**config.mk**
```make
export PLATFORM = sky130hd
export DESIGN_NAME = trng_ctrl
export DESIGN_NICKNAME = d
export VERILOG_FILES = /design/src/rtl/trng_ctrl.sv
export SDC_FILE = /design/constraint.sdc
export NUM_CORES = 1
export LEC_CHECK = 0
export CORE_ASPECT_RATIO = 0.5
export CORE_MARGIN = 3
export CORE_UTILIZATION = 55
export CTS_BUF_LIST = sky130_fd_sc_hd__clkbuf_8
export DETAILED_ROUTE_END_ITERATION = 7
export PLACE_DENSITY = 0.8
export SYNTH_ARGS = -nofsm -noshare
export SYNTH_HDL_FRONTEND = slang
export SYNTH_SLANG_ARGS = --single-unit
```
**constraint.sdc**
```tcl
create_clock -name iClk -period 6.63 [get_ports iClk]
set_input_delay 1.326 -clock iClk [delete_from_list [all_inputs] [get_ports iClk]]
set_output_delay 1.326 -clock iClk [all_outputs]
set_load 0.02 [all_outputs]
```
**src/rtl/trng_ctrl.sv**
```systemverilog
// trng_ctrl: sequences the dual-base TRNG sampler (calibrate, read, wait),
// buffers finished words in a small FIFO and hands them out to two
// requesters under round-robin arbitration. Every output is a register.
module trng_ctrl #(
  parameter int FIFO_DEPTH = 4,
  parameter int TIMEOUT    = 65536
) (
  input  logic                        iClk,
  input  logic                        iRst_n,
  input  logic                        iEn,
  input  logic                        iSel_base,
  input  logic [1:0]                  iReq,
  output logic [1:0]                  oGnt,
  output logic [31:0]                 oData,
  output logic [$clog2(FIFO_DEPTH):0] oLevel,
  output logic                        oError,
  output logic                        oTrng_en,
  output logic                        oTrng_calib,
  output logic                        oTrng_read,
  output logic                        oTrng_sel,
  input  logic                        iTrng_ready,
  input  logic [31:0]                 iTrng_random
);

  localparam int PW = $clog2(FIFO_DEPTH);
  localparam int LW = PW + 1;
  localparam int TW = $clog2(TIMEOUT);
  localparam logic [TW-1:0] T_LAST = TW'(TIMEOUT - 1);
  localparam logic [LW-1:0] FULL   = LW'(FIFO_DEPTH);

  typedef enum logic [2:0] {
    S_OFF, S_CAL, S_IDLE, S_REQ, S_WAIT, S_ERR
  } state_t;

  state_t          state, next_state;
  logic [TW-1:0]   timer;
  logic            timed_out;
  logic            push;
  logic            pop;
  logic            rr_ptr;
  logic [1:0]      elig;
  logic [1:0]      gnt_next;
  logic [PW-1:0]   wr_ptr, rd_ptr;
  logic [31:0]     mem [FIFO_DEPTH];

  assign timed_out = (timer == T_LAST);

  // Next-state decode: handshake progress, phase timeout, and the iEn override.
  always_comb begin
    // NOTE: every signal written here gets a default first, so no path can infer a latch.
    next_state = state;
    push       = 1'b0;
    unique case (state)
      S_OFF:  if (iEn) next_state = S_CAL;
      S_CAL: begin
        if (iTrng_ready)    next_state = S_IDLE;
        else if (timed_out) next_state = S_ERR;
      end
      S_IDLE: if (oLevel < FULL) next_state = S_REQ;
      S_REQ: begin
        if (!iTrng_ready)   next_state = S_WAIT;
        else if (timed_out) next_state = S_ERR;
      end
      S_WAIT: begin
        if (iTrng_ready) begin
          push       = 1'b1;
          next_state = S_IDLE;
        end else if (timed_out) begin
          next_state = S_ERR;
        end
      end
      S_ERR:   next_state = S_ERR;
      default: next_state = S_OFF;
    endcase
    // Dropping the enable wins over everything and discards any arriving word.
    if (!iEn) begin
      next_state = S_OFF;
      push       = 1'b0;
    end
  end

  // State register plus the per-phase timer, which restarts on every state change.
  always_ff @(posedge iClk) begin
    // NOTE: sequential state uses non-blocking assignments so all registers update together.
    if (!iRst_n) begin
      state <= S_OFF;
      timer <= '0;
    end else begin
      state <= next_state;
      timer <= (next_state != state) ? '0 : timer + 1'b1;
    end
  end

  // Sampler controls and error flag, registered from the state being entered.
  always_ff @(posedge iClk) begin
    if (!iRst_n) begin
      oTrng_en    <= 1'b0;
      oTrng_calib <= 1'b0;
      oTrng_read  <= 1'b0;
      oTrng_sel   <= 1'b0;
      oError      <= 1'b0;
    end else begin
      oTrng_en    <= (next_state != S_OFF) && (next_state != S_ERR);
      oTrng_calib <= (next_state == S_CAL);
      oTrng_read  <= (next_state == S_REQ);
      oError      <= (next_state == S_ERR);
      if ((state == S_OFF) && (next_state == S_CAL)) oTrng_sel <= iSel_base;
    end
  end

  // Round-robin pick; the requester granted last cycle is masked so it can drop iReq.
  always_comb begin
    elig     = iReq & ~oGnt;
    gnt_next = 2'b00;
    if (iEn && (oLevel != '0)) begin
      if (elig[rr_ptr])       gnt_next[rr_ptr]  = 1'b1;
      else if (elig[~rr_ptr]) gnt_next[~rr_ptr] = 1'b1;
    end
    pop = |gnt_next;
  end

  // Word storage; only the pointers and the count need a reset value.
  always_ff @(posedge iClk) begin
    // NOTE: the array is deliberately not reset; level/pointers define validity, and skipping the reset keeps it RAM-mappable.
    if (push) mem[wr_ptr] <= iTrng_random;
  end

  // FIFO pointers, occupancy, grant pulse and granted data.
  always_ff @(posedge iClk) begin
    if (!iRst_n) begin
      wr_ptr <= '0;
      rd_ptr <= '0;
      oLevel <= '0;
      oGnt   <= 2'b00;
      oData  <= '0;
      rr_ptr <= 1'b0;
    end else if (!iEn) begin
      wr_ptr <= '0;
      rd_ptr <= '0;
      oLevel <= '0;
      oGnt   <= 2'b00;
    end else begin
      oGnt <= gnt_next;
      if (push) wr_ptr <= wr_ptr + 1'b1;
      if (pop) begin
        rd_ptr <= rd_ptr + 1'b1;
        oData  <= mem[rd_ptr];
        rr_ptr <= gnt_next[0];
      end
      unique case ({push, pop})
        2'b10:   oLevel <= oLevel + 1'b1;
        2'b01:   oLevel <= oLevel - 1'b1;
        default: oLevel <= oLevel;
      endcase
    end
  end

endmodule
```
==> impl_metrics.toml, run 1 <==
[hold_path]
hold_depth = 2
min-delay-start = "oData[25]$_SDFFE_PN0P_"
hp-class = "reg -> reg"
holdPathEnd = "oData[25]$_SDFFE_PN0P_"

[sta]
maxSlewViolCount = 0
setup_slack_ps = 1977
hold_ws_ps = 469.8
relSlewSlack_pct = 22.22
tightest_slew_ps = 1160
hold_viol_final = 0
finClkSkew_ps = 19.23
rsz0062_at_grt = "no"
fin_crit_ps = 4653
setup_violations = 0
period_share_pct = 70.18
tns_ps = 0
fmax_mhz = 214.9

[yosys]
yosys.area.top_type = "edfxtp_1"
synth_warnings = 0
synth_fa_ha_area_share_pct = 1.263
synthDistinctLibCells = 50
synthTopCellsByArea = "edfxtp_1 51%, dfxtp_1 18%, mux4_2 9.6%, nand2_1 4.0%, a21boi_0 3.3%"
synth-seq-cells = 194
synth_simple_gate_area_share_pct = 10.75
yosys.area.top_type_share_pct = 51.05
syn_area_mm2 = 0.007530
synth_edf_count = 128
syn-num-nets = 554
async_flop_share_pct = 0
synth_top_family_by_area = "simple AND/OR/NAND/NOR gates"
synthFlopType = "edfxtp_1"
muxShareOfSynthArea_pct = 9.837
synth_cells = 508
avgSynthCellArea_um2 = 14.82
yosysSeqAreaShare_pct = 68.59
synth_compound_area_share_pct = 5.268
synth_xor_area_share_pct = 2.210

[global_route]
grt-ovfl-total = 0
grt_pass1_vias = 4320
grt_pass1_wl_um = 22020
grt_max_degree = 41
antenna_found_initial = 0
grt_util_all_layers_pct = 19.06

[layout]
fill_cells = 858
multi_input_area_mm2 = 0.002213
final_cell_mix = "128 x edfxtp_1, 80 x nand2_1, 80 x clkdlybuf4s50_1"
drive_gt1_share_pct = 14.21
areaGrowthSynthToFinish_pct = 17.85
final_common_cell = "edfxtp_1"
seq_area_mm2 = 0.005167
fin_nets = 631
antennaDiodeCount = 0
utilization_pct = 68.12

[critical_path]
rrSetupSlack_ps = 2940
r2r_start = "oLevel[2]$_SDFFE_PN0P_"
crit_required_ps = 7010
worstReg2RegEnd = "oLevel[2]$_SDFFE_PN0P_"
path_class = "in -> reg"
cp_max_fo = 35
startpoint_type = "input port"
r2r_cells = 10
endpoint_kind = "flip-flop"
cp_data_arrival_time_ps = 5030

[die]
die_area_mm2 = 0.01522
die_w_um = 171.5
floorplan.rows = 29
die-height_um = 88.74
start_util_pct = 57.80
io-pin-count = 81
floorplan.core_area_mm2 = 0.01303

[clock_tree]
cts-htree-levels = 4
ctsHoldBuffers = 0
cts_resized = 0
cts_made_buffers = 17
cts_tree = "done"
cts.sinks = 194
clock_latency_ps = 460
post_cts_buffers = 0
clkSlewWorstSetupHoldPaths_ps = 120
clk_path_buf_depth = 2
root_buffer = "clkbuf_8"

[route]
wl_met3_um = 624
drcViolationCount = 0
drtAntennaViolNets = 0
routed_wl_um = 13750
drt_iter0_drc = 403
vias_per_cell = 5.526
wl_met2_um = 6825
vias = 4244
wl_met1_um = 6157
first_pass_iters = 4
wl_per_cell_um = 17.90
routed.top_layer = "met4"

[placement]
place_ws_ps = 1513
numPortBuffers = 80
dp_hpwl_um = 8436
place_congestion = 0.7767

[run]
drv_cap = 0

[power_and_ir_drop]
leakage_uw = 0.002762
power.density_mw_per_mm2 = 241.1
ir_worst_vdd_mv = 0.1527

[outcome]
status = "finished clean"
## critical path, cell delays in order
cell and delay [ps]:
clkdlybuf4s50_1 610, o31a_1 230, nand2_1 80, buf_4 360
clkinv_1 1010, ha_1 620, inv_1 80, fa_1 170
xor2_1 70, or3_1 300, a21oi_1 140
## logic make-up (layout without fill, tap and decap cells)
kind of cell	count (synthesis)	count (layout)
multiplexers	34	34
flip-flops	194	194
buffers and inverters	35	125
AO/OA/AOI/OAI	53	53
XOR/XNOR	19	19
adder cells (fa/ha/maj)	7	7
AND/OR/NAND/NOR	166	166
## report_power, final
| part | switching (µW) | internal, µW |
|---|---|---|
| combinational | 28.4 | 32.0 |
| clock | 464 | 324 |
| sequential | 3.10 | 1290 |
## sequential cells by signal (all words and copies together) (netlist names)
signal	flops
mem	128
oData	32
oError	1
oGnt	2
oLevel	3
oTrng_calib	1
oTrng_en	1
oTrng_read	1
oTrng_sel	1
rd_ptr	2
rr_ptr	1
state	3
timer	16
wr_ptr	2
## through the flow
step	instance area (µm²)	std cells	power, µW
finish	8874	768	2139
global route	8874	768	2204
CTS	8874	768	2149
detailed placement	8454	736	1378
global placement	8454	736	1376
floorplan	7530	508	1341
## synthesized netlist by cell type, drive strengths merged (2+ instances only)
cell type,instances
nor3,17
mux4,32
edfxtp,128
buf,15
nor4,2
clkbuf,10
a21boi,33
mux2i,2
o21ai,2
xor2,6
a21oi,6
nand2b,6
nor2,23
and2,6
or2,3
nor3b,4
dfxtp,66
nand3,9
ha,6
o221ai,2
nand2,81
xnor2,13
nand4,5
inv,9
nor2b,6
## final cells by class
cell class / instances / share of cell area [%]
Clock inverter: 15 / 2.087
Timing Repair Buffer: 83 / 9.278
Inverter: 10 / 0.4230
Sequential cell: 194 / 58.23
Clock buffer: 17 / 2.637
Multi-Input combinational cell: 279 / 24.94
Tap cell: 170 / 2.397
## how the worst max path moves through the flow
stage | startpoint | to | slack [ps]
floorplan | iEn | oLevel[2]$_SDFFE_PN0P_ | 3300
global placement | iEn | oLevel[2]$_SDFFE_PN0P_ | 1600
detailed placement | iEn | oLevel[2]$_SDFFE_PN0P_ | 1510
CTS | iEn | oLevel[2]$_SDFFE_PN0P_ | 2000
global route | iEn | oLevel[2]$_SDFFE_PN0P_ | 1720
finish | iEn | oLevel[2]$_SDFFE_PN0P_ | 1980
## metal layers
metal,global-route usage [%],up-vias
li1,-,2024
met3,4.596,12
met1,25.25,2110
met4,5.985,0
met2,31.90,98
met5,0,-
No activity file was read; power rests on OpenSTA's default activity.
==> run 2: changes to the inputs <==
Clock period 6.63 ns to 4.6 ns, I/O delays scaled along.
==> run 2 against run 1 <==
Power increased by 43%. First-iteration DRC count decreased by 30%. Sequential cell count unchanged. Clock power increased by 41%. Critical path type unchanged. Critical endpoint unchanged.
==> impl_metrics.toml, run 2 (synthesis results as in run 1) <==
[layout]
final_area_mm2 = 0.008867
top_regs = "mem x128, oData x32, timer x16"
seq_area_mm2 = 0.005167
multi_input_area_mm2 = 0.002213
final_cell_mix = "128 x edfxtp_1, 80 x nand2_1, 80 x clkdlybuf4s50_1"
fill_cells = 849
antennaDiodeCount = 0
areaGrowthSynthToFinish_pct = 17.76
regMostFlops = "mem"
final_common_cell = "edfxtp_1"
drive_gt1_share_pct = 14.36
fin_nets = 632
largest_reg_flops = 128

[clock_tree]
cts_made_buffers = 17
post_cts_buffers = 0
cts_tree = "done"
cts_resized = 0
clkSlewWorstSetupHoldPaths_ps = 100
clk_path_buf_depth = 2
clock_latency_ps = 460
cts-htree-levels = 4
root_buffer = "clkbuf_8"
ctsHoldBuffers = 0
cts.sinks = 194

[critical_path]
cp-startpoint = "iEn"
r2r_cells = 9
cp_data_arrival_time_ps = 3380
cp_max_fo = 11
path_class = "in -> reg"
crit_required_ps = 4980
startpoint_type = "input port"
r2r_start = "state[2]$_SDFF_PN0_"
endpoint_kind = "flip-flop"

[sta]
setup_violations = 0
rsz0062_at_grt = "no"
hold_viol_final = 0
maxSlewViolCount = 0
relSlewSlack_pct = 40.66
period_share_pct = 65.31
setup_slack_ps = 1596
tightest_slew_ps = 890.1
tns_ps = 0
finClkSkew_ps = 20.21
fin_crit_ps = 3004
fmax_mhz = 332.9
hold_ws_ps = 467.7

[global_route]
grt_pass1_wl_um = 22650
grt_util_all_layers_pct = 19.65
grt-ovfl-total = 0
grt_pass1_vias = 4514
grt_max_degree = 41
antenna_found_initial = 0

[die]
io-pin-count = 81
floorplan.core_area_mm2 = 0.01303
die_w_um = 171.5
floorplan.rows = 29
start_util_pct = 57.80
die_area_mm2 = 0.01522
die-height_um = 88.74

[placement]
dp_hpwl_um = 8587
place_ws_ps = 1119
placed_cell_area_mm2 = 0.008462
place_congestion = 0.7683
numPortBuffers = 80

[outcome]
status = "finished clean"

[hold_path]
hp-class = "reg -> reg"
min-delay-start = "oData[22]$_SDFFE_PN0P_"
hold_depth = 2

[route]
first_pass_iters = 5
vias = 4306
drcViolationCount = 0
drtAntennaViolNets = 0
routed_wl_um = 13890
vias_per_cell = 5.599
wl_per_cell_um = 18.07
drt_iter0_drc = 282

[power_and_ir_drop]
finalPower_uw = 3060
power.density_mw_per_mm2 = 345.1
ir_worst_vdd_mv = 0.1898
leakage_uw = 0.002763

[run]
drv_cap = 0
run 2: worst paths after layout:
check | end | slack, ps
worst min register to register | oData[22]$_SDFFE_PN0P_ | 470
worst max register to register | oLevel[2]$_SDFFE_PN0P_ | 2200
worst max-delay path | oLevel[2]$_SDFFE_PN0P_ | 1600
worst min-delay path | oData[22]$_SDFFE_PN0P_ | 470
run 2: worst max-delay path, cell delays in order:
cell	delay, ps
clkdlybuf4s50_1	690
nand2_2	130
nor3_2	470
inv_1	90
ha_1	240
inv_1	80
fa_1	190
xor2_1	90
or3_1	320
a21oi_1	150
run 2: layer usage:
layer  GRT usage [%]  part of all wire [%]
met5               0                     0
met4           6.496                   1.7
met3           5.176                   5.3
met2           32.83                    48
met1           25.68                    45
run 2: cell type report:
cell class	instances	area share, %
flip-flops and latches	194	58.28
multi-input cells	279	24.96
repair buffers	84	9.369
clock buffers	17	2.639
well taps	170	2.399
clock inverters	15	1.933
inverters	10	0.4233
run 2: per-stage QoR:
stage,util (%),cells
global route,68.07,769
CTS,68.07,769
global placement,64.96,737
floorplan,-,508
finish,68.07,769
detailed placement,64.96,737
run 2: where the power goes:
| part | leakage [µW] | internal [µW] | total (µW) | switching (µW) |
|---|---|---|---|---|
| clock network | 0.000211 | 459 | 1110 | 655 |
| logic | 0.000868 | 46.1 | 87.0 | 40.9 |
| registers | 0.00168 | 1860 | 1860 | 4.30 |
| total | 0.00276 | 2360 | 3060 | 700 |
